$ cat config.mk
export PLATFORM = sky130hd
export DESIGN_NAME = perceptron_core_flat
export DESIGN_NICKNAME = d
export VERILOG_FILES = /design/src/rtl/perceptron_core_pkg.sv /design/src/rtl/perceptron_core_if.sv /design/src/rtl/perceptron_mac.sv /design/src/rtl/perceptron_core.sv /design/src/flat_wrapper.sv
export SDC_FILE = /design/constraint.sdc
export NUM_CORES = 1
export LEC_CHECK = 0
export ABC_AREA = 1
export CAP_MARGIN = 20
export CORE_UTILIZATION = 57
export DETAILED_ROUTE_END_ITERATION = 10
export GPL_TIMING_DRIVEN = 0
export PLACE_DENSITY = 0.74
export SLEW_MARGIN = 20
export SYNTH_ARGS = -nofsm -noshare
export SYNTH_HDL_FRONTEND = slang
export SYNTH_SLANG_ARGS = --single-unit
export TNS_END_PERCENT = 100
$ cat constraint.sdc
create_clock -name clk -period 9.89 [get_ports clk]
set_input_delay 1.978 -clock clk [delete_from_list [all_inputs] [get_ports clk]]
set_output_delay 1.978 -clock clk [all_outputs]
set_load 0.005 [all_outputs]
$ cat src/rtl/perceptron_core_pkg.sv
// Shared definitions for the perceptron core: command opcodes, the FSM state
// encoding (also reported in status[2:0]) and the status bit positions.
package perceptron_core_pkg;

    localparam logic [7:0] OP_LOAD_W = 8'h01;
    localparam logic [7:0] OP_LOAD_X = 8'h02;
    localparam logic [7:0] OP_SEND   = 8'h03;
    localparam logic [7:0] OP_LOAD_B = 8'h04;
    localparam logic [7:0] OP_CLEAR  = 8'h05;

    typedef enum logic [2:0] {
        ST_IDLE   = 3'd0,
        ST_LOAD_W = 3'd1,
        ST_LOAD_B = 3'd2,
        ST_LOAD_X = 3'd3,
        ST_MAC    = 3'd4,
        ST_SEND   = 3'd5
    } state_t;

    localparam int STAT_ERR  = 7;
    localparam int STAT_SAT  = 6;
    localparam int STAT_BUSY = 5;

endpackage

$ cat src/rtl/perceptron_core_if.sv
// Byte-stream interface of the perceptron core.
//   in_valid/in_data   : received command/payload byte strobe
//   out_busy           : downstream transmitter busy
//   out_valid/out_data : transmit byte strobe
//   fire               : registered perceptron decision
//   status             : {err, sat, busy, 2'b0, state[2:0]}
// master = the side feeding bytes in (host), slave = the core.
interface perceptron_core_if;
    logic       in_valid;
    logic [7:0] in_data;
    logic       out_busy;
    logic       out_valid;
    logic [7:0] out_data;
    logic       fire;
    logic [7:0] status;

    modport master (
        output in_valid, in_data, out_busy,
        input  out_valid, out_data, fire, status
    );

    modport slave (
        input  in_valid, in_data, out_busy,
        output out_valid, out_data, fire, status
    );
endinterface

$ cat src/rtl/perceptron_mac.sv
// Combinational multiply-accumulate step: signed 8x8 product, sign-extended
// and added to the running accumulator with saturation.
//   w, x     : signed 8-bit operands
//   acc      : current accumulator (signed, ACC_W bits)
//   acc_next : saturated sum
//   ovf      : 1 when the sum was clamped
module perceptron_mac #(
    parameter int ACC_W = 24
) (
    input  logic signed [7:0]       w,
    input  logic signed [7:0]       x,
    input  logic        [ACC_W-1:0] acc,
    output logic        [ACC_W-1:0] acc_next,
    output logic                    ovf
);

    logic signed [15:0] prod;
    logic [ACC_W:0]     sum;

    assign prod = w * x;
    // One guard bit: the sum overflowed when the two top bits disagree.
    assign sum  = {acc[ACC_W-1], acc} + {{(ACC_W-15){prod[15]}}, prod};
    assign ovf  = sum[ACC_W] ^ sum[ACC_W-1];

    always_comb begin
        acc_next = sum[ACC_W-1:0];
        if (ovf) begin
            if (sum[ACC_W]) begin
                acc_next = {1'b1, {(ACC_W-1){1'b0}}};
            end else begin
                acc_next = {1'b0, {(ACC_W-1){1'b1}}};
            end
        end
    end

endmodule

$ cat src/rtl/perceptron_core.sv
// Byte-command driven perceptron: loads N_IN signed weights, a signed bias and
// N_IN signed inputs, accumulates w[i]*x[i] one term per cycle with saturation,
// decides fire = (acc >= bias) and can stream the accumulator out LSB first.
//   clk  : clock
//   nRst : asynchronous active-low reset
//   bus  : perceptron_core_if.slave (byte in/out strobes, fire, status)
module perceptron_core
    import perceptron_core_pkg::*;
#(
    parameter int N_IN  = 8,
    parameter int ACC_W = 24
) (
    input  logic             clk,
    input  logic             nRst,
    perceptron_core_if.slave bus
);

    localparam int NB     = ACC_W / 8;
    localparam int CNT_W  = 9;
    localparam int IDX_W  = (N_IN > 1) ? $clog2(N_IN) : 1;
    localparam int BSEL_W = $clog2(NB);
    localparam logic [CNT_W-1:0] LAST_IN   = CNT_W'(N_IN - 1);
    localparam logic [CNT_W-1:0] LAST_BYTE = CNT_W'(NB - 1);

    state_t            state_reg, state_next;
    logic [CNT_W-1:0]  cnt_reg, cnt_next;
    logic signed [7:0] w_reg [N_IN];
    logic signed [7:0] x_reg [N_IN];
    logic [ACC_W-1:0]  bias_reg;
    logic [ACC_W-1:0]  acc_reg;
    logic              fire_reg, sat_reg, err_reg, guard_reg;
    logic              out_valid_reg;
    logic [7:0]        out_data_reg;

    logic              send_go, clear_all, mac_start, mac_last, busy;
    logic [IDX_W-1:0]  idx;
    logic [ACC_W-1:0]  mac_sum;
    logic              mac_ovf;
    logic [NB-1:0][7:0] acc_bytes;
    logic [7:0]        status_w;

    assign idx      = cnt_reg[IDX_W-1:0];
    assign busy     = (state_reg == ST_MAC) || (state_reg == ST_SEND);
    assign mac_last = (state_reg == ST_MAC) && (cnt_reg == LAST_IN);

    genvar gi;
    generate
        for (gi = 0; gi < NB; gi++) begin : g_acc_byte
            assign acc_bytes[gi] = acc_reg[gi*8 +: 8];
        end
    endgenerate

    perceptron_mac #(.ACC_W(ACC_W)) u_mac (
        .w        (w_reg[idx]),
        .x        (x_reg[idx]),
        .acc      (acc_reg),
        .acc_next (mac_sum),
        .ovf      (mac_ovf)
    );

    always_ff @(posedge clk or negedge nRst) begin
        if (!nRst) begin
            state_reg <= ST_IDLE;
            cnt_reg   <= '0;
        end else begin
            state_reg <= state_next;
            cnt_reg   <= cnt_next;
        end
    end

    // Next state and counter. Payload bytes in LOAD_* are never decoded.
    always_comb begin
        state_next = state_reg;
        cnt_next   = cnt_reg;
        send_go    = 1'b0;
        clear_all  = 1'b0;
        mac_start  = 1'b0;
        case (state_reg)
            ST_IDLE: begin
                cnt_next = '0;
                if (bus.in_valid) begin
                    case (bus.in_data)
                        OP_LOAD_W: state_next = ST_LOAD_W;
                        OP_LOAD_X: state_next = ST_LOAD_X;
                        OP_SEND:   state_next = ST_SEND;
                        OP_LOAD_B: state_next = ST_LOAD_B;
                        OP_CLEAR:  clear_all  = 1'b1;
                        default:   ;
                    endcase
                end
            end
            ST_LOAD_W: if (bus.in_valid) begin
                cnt_next = cnt_reg + 1'b1;
                if (cnt_reg == LAST_IN) begin
                    cnt_next   = '0;
                    state_next = ST_IDLE;
                end
            end
            ST_LOAD_X: if (bus.in_valid) begin
                cnt_next = cnt_reg + 1'b1;
                if (cnt_reg == LAST_IN) begin
                    cnt_next   = '0;
                    state_next = ST_MAC;
                    mac_start  = 1'b1;
                end
            end
            ST_LOAD_B: if (bus.in_valid) begin
                cnt_next = cnt_reg + 1'b1;
                if (cnt_reg == LAST_BYTE) begin
                    cnt_next   = '0;
                    state_next = ST_IDLE;
                end
            end
            ST_MAC: begin
                cnt_next = cnt_reg + 1'b1;
                if (mac_last) begin
                    cnt_next   = '0;
                    state_next = ST_IDLE;
                end
            end
            ST_SEND: begin
                // The cycle after an issue is a guard cycle: out_busy ignored.
                if (!bus.out_busy && !guard_reg) begin
                    send_go  = 1'b1;
                    cnt_next = cnt_reg + 1'b1;
                    if (cnt_reg == LAST_BYTE) begin
                        cnt_next   = '0;
                        state_next = ST_IDLE;
                    end
                end
            end
            default: begin
                state_next = ST_IDLE;
                cnt_next   = '0;
            end
        endcase
    end

    always_ff @(posedge clk or negedge nRst) begin
        if (!nRst) begin
            for (int i = 0; i < N_IN; i++) begin
                w_reg[i] <= '0;
                x_reg[i] <= '0;
            end
            bias_reg      <= '0;
            acc_reg       <= '0;
            fire_reg      <= 1'b0;
            sat_reg       <= 1'b0;
            err_reg       <= 1'b0;
            guard_reg     <= 1'b0;
            out_valid_reg <= 1'b0;
            out_data_reg  <= '0;
        end else begin
            out_valid_reg <= send_go;
            guard_reg     <= send_go;
            if (send_go) begin
                out_data_reg <= acc_bytes[cnt_reg[BSEL_W-1:0]];
            end
            if (busy && bus.in_valid) begin
                err_reg <= 1'b1;
            end
            if (state_reg == ST_LOAD_W && bus.in_valid) begin
                w_reg[idx] <= bus.in_data;
            end
            if (state_reg == ST_LOAD_X && bus.in_valid) begin
                x_reg[idx] <= bus.in_data;
            end
            if (state_reg == ST_LOAD_B && bus.in_valid) begin
                for (int i = 0; i < NB; i++) begin
                    if (cnt_reg == CNT_W'(i)) begin
                        bias_reg[i*8 +: 8] <= bus.in_data;
                    end
                end
            end
            if (mac_start) begin
                acc_reg <= '0;
                sat_reg <= 1'b0;
            end
            if (state_reg == ST_MAC) begin
                acc_reg <= mac_sum;
                if (mac_ovf) begin
                    sat_reg <= 1'b1;
                end
                // Decide on the final sum as it is being registered.
                if (mac_last) begin
                    fire_reg <= ($signed(mac_sum) >= $signed(bias_reg));
                end
            end
            if (clear_all) begin
                for (int i = 0; i < N_IN; i++) begin
                    w_reg[i] <= '0;
                end
                bias_reg <= '0;
                acc_reg  <= '0;
                fire_reg <= 1'b0;
                sat_reg  <= 1'b0;
                err_reg  <= 1'b0;
            end
        end
    end

    always_comb begin
        status_w            = '0;
        status_w[STAT_ERR]  = err_reg;
        status_w[STAT_SAT]  = sat_reg;
        status_w[STAT_BUSY] = busy;
        status_w[2:0]       = state_reg;
    end

    assign bus.out_valid = out_valid_reg;
    assign bus.out_data  = out_data_reg;
    assign bus.fire      = fire_reg;
    assign bus.status    = status_w;

endmodule

$ cat src/flat_wrapper.sv
// flat-port wrapper written by rule: the top's interface ports become plain ports
module perceptron_core_flat import perceptron_core_pkg::*;
#(
    parameter int N_IN  = 8,
    parameter int ACC_W = 24
)
  (clk, nRst, bus_in_valid, bus_in_data, bus_out_busy, bus_out_valid, bus_out_data, bus_fire, bus_status);
  perceptron_core_if bus_i ();
  input  logic clk;
  input  logic nRst;
  input wire logic [$bits(bus_i.in_valid)-1:0] bus_in_valid;
  input wire logic [$bits(bus_i.in_data)-1:0] bus_in_data;
  input wire logic [$bits(bus_i.out_busy)-1:0] bus_out_busy;
  output wire logic [$bits(bus_i.out_valid)-1:0] bus_out_valid;
  output wire logic [$bits(bus_i.out_data)-1:0] bus_out_data;
  output wire logic [$bits(bus_i.fire)-1:0] bus_fire;
  output wire logic [$bits(bus_i.status)-1:0] bus_status;
  assign bus_i.in_valid = bus_in_valid;
  assign bus_i.in_data = bus_in_data;
  assign bus_i.out_busy = bus_out_busy;
  assign bus_out_valid = bus_i.out_valid;
  assign bus_out_data = bus_i.out_data;
  assign bus_fire = bus_i.fire;
  assign bus_status = bus_i.status;
  perceptron_core #(.N_IN(N_IN), .ACC_W(ACC_W)) u_core (.clk(clk), .nRst(nRst), .bus(bus_i));
endmodule
==> results.tsv <==
stage	metric	value	unit
pwr	power.switching	2.99	mW
critical_path	cp-end-kind	register	
die	initial_utilization	57.8	%
grt	overflow	0	
die	io_pins	30	
pwr	combPwrFrac	67.7	%
place	place_area	0.0153	mm^2
grt	antenna_found_initial	0	
timing	relSlewSlack	35.8	%
finish	area_delta_synth_final	9.37	%
die	die_x	162	um
critical_path	start_kind	register	
route	vias	12400	
clock_tree	cts_num_sinks	200	
pwr	p_total	5.65	mW
route	via_per_inst	5.85	
critical_path	cp_slowest_cell	fa_1	
pwr	power_density	356	mW/mm^2
critical_path	cpMostUsedCell	inv_1	
finish	fin_cells	2117	
synthesis	synthTopCellsByArea	dfrtp_1, fa_1, nand2_1, inv_1, ha_1	
job	maxCapViolCount	0	
synthesis	netlist_area	0.0145	mm^2
finish	drive_gt1_share	6.94	%
grt	track_usage	31.8	%
synthesis	synth_area_leader_cell	dfrtp_1	
synthesis	netlist.area_leader.share	34.5	%
pwr	leakage	8.06	nW
pwr	intPower	2.67	mW
die	rows	58	
critical_path	worstPathMaxFanout	16	
die	die_y	162	um
synthesis	syn_inst	1725	
clock_tree	cts-root-buf	clkbuf_16	
synthesis	synth_seq_cells	200	
clock_tree	cts_buffers	17	
synthesis	synth.most_common_cell	nand2_1	
synthesis	ys_async_sr_fraction	100	%
pwr	seqPwrFrac	19.6	%
grt	grt_first_pass_wirelength	64300	um
clock_tree	worstSkewPairLatency	0.45	ns
synthesis	ys_seq_area_share	34.5	%
place	io_buffers	27	
clock_tree	hold_buffers	0	
critical_path	cp.arrival	8.83	ns
synthesis	synthFlopType	dfrtp_1	
synthesis	syn_avg_cell_area	8.42	um^2
timing	finalSetupViolCount	0	
route	dr.pass1.iters	6	
synthesis	synthTopCellsByCount	nand2_1, inv_1, dfrtp_1	
finish	layout.nets	1978	
timing	setup_tns	0	ns
clock_tree	clockBufferDepth	2	
finish	multi_input_area	0.00805	mm^2
hold_path	hp-class	register to register	
synthesis	yosysWarnings	0	
route	antenna_left	0	
synthesis	synth_edf_count	0	
finish	diodes	0	
pwr	peakVddDrop	0.262	mV
route	wirelength	39400	um
synthesis	synth_cell_types	48	
clock_tree	cts_tree	yes	
critical_path	cp.required	10.23	ns
grt	grt_max_degree	75	
route	wl_per_cell	18.6	um
pwr	power.share.clock	12.6	%
route	drtIter0Drc	1190	
timing	final.setup_skew	0.0218	ns
place	hpwl	30400	um
critical_path	worstSetupPathType	register to register	
timing	tightest_slew	0.962	ns
place	gp_congestion	0.945	
critical_path	max_stage_delay	0.69	ns
die	die_area	0.0261	mm^2
clock_tree	htreeDepth	4	
outcome	status	completed	
place	dp.cells	2085	
finish	seq_area	0.00500	mm^2
timing	rsz0062_at_grt	false	
clock_tree	cts_setup_buffers	0	
pwr	switching_share	52.8	%
route	drcViolationCount	0	
timing	slew_violations	0	
clock_tree	path_clk_slew	0.08	ns
clock_tree	ctsResizeCount	0	
grt	grt_pass1_vias	12200	
timing	period_share	85.8	%
finish	final_area	0.0159	mm^2
timing	period_needed	8.48	ns
die	core	0.0251	mm^2
timing	finalHoldViolCount	0	
timing	fmax	118	MHz
finish	n_fill_cell	2135	
==> cells by family (layout without fill, tap and decap cells) <==
logic type,after synthesis,in the layout,share of synthesized area [%]
fa+ha+maj,192,192,22.1
simple gates,619,619,18.7
compound gates,337,337,13.6
flops,200,200,34.5
other cells,1,2,0.0258
buf+inv,361,422,10.1
xor+xnor,15,15,0.905
==> layout make-up <==
type | instances | share of cell area [%]
clock buffer | 18 | 2.70
tap | 330 | 2.60
clock inverter | 14 | 1.17
multi-input combinational | 1165 | 50.7
sequential | 200 | 31.5
inverter | 303 | 7.22
timing repair buffer | 29 | 2.08
buffer | 58 | 2.02
==> worst max-delay path: cells and delay by family (launching register included) <==
family	cells	cell delay (ns)
adder cells (fa/ha/maj)	7	3.20
AO/OA/AOI/OAI	5	0.96
flip-flops	1	0.60
buffers and inverters	11	1.45
AND/OR/NAND/NOR	18	2.14
==> metrics by stage <==
stage / util, % / hold WS (ns) / worst slack (ns)
floorplan: - / 0.452 / 2.82
global placement: 60.6 / 0.466 / -1.42
detailed placement: 60.8 / 0.474 / 1.53
CTS: 63.3 / 0.493 / 1.49
global route: 63.3 / 0.506 / 0.719
finish: 63.3 / 0.491 / 1.41
==> power by group through the flow <==
stage	Sequential (mW)	Clock, mW	Combinational [mW]
finish	1.11	0.715	3.83
global route	1.13	0.752	4.31
CTS	1.11	0.719	3.77
detailed placement	1.12	0	3.73
global placement	1.12	0	3.61
floorplan	1.08	0	2.75
==> metal layers <==
metal | track usage [%] | share of wire, % | wire length [um]
met1 | 44.0 | 42 | 16700
met2 | 50.6 | 46 | 18100
met3 | 5.21 | 8.2 | 3220
met4 | 12.0 | 3.6 | 1410
met5 | 0 | 0 | 0
==> final timing paths <==
kind	from	to	slack [ns]	cells past startpoint
max	u_core.cnt_reg[1]	u_core.bus.fire	1.41	41
min	u_core.bias_reg[16]	u_core.bias_reg[16]	0.49	2
max reg2reg	u_core.cnt_reg[1]	u_core.bus.fire	1.41	41
min reg2reg	u_core.bias_reg[16]	u_core.bias_reg[16]	0.49	2
max in group asynchronous	nRst	u_core.x_reg[19]	7.70	2
min in group asynchronous	nRst	u_core.acc_bytes[19]	1.46	1
==> placed cells by master, fill, tap and decap left out, types with 7 or more instances in the layout <==
| master | count |
|---|---|
| fa_1 | 108 |
| buf_4 | 10 |
| ha_1 | 84 |
| o21bai_1 | 7 |
| a31oi_1 | 12 |
| o22ai_1 | 47 |
| nand3_1 | 88 |
| a21oi_1 | 78 |
| xnor2_1 | 10 |
| o21ai_0 | 149 |
| buf_2 | 11 |
| clkdlybuf4s50_1 | 26 |
| clkbuf_16 | 17 |
| nand2_2 | 7 |
| a22oi_1 | 10 |
| nand4_1 | 15 |
| a221oi_1 | 7 |
| buf_6 | 7 |
| nand2_1 | 400 |
| inv_1 | 284 |
| nor2_1 | 65 |
| dfrtp_1 | 200 |
| inv_2 | 13 |
| clkbuf_1 | 31 |
| nor3_1 | 7 |
Power figures use the tool's default switching activity.
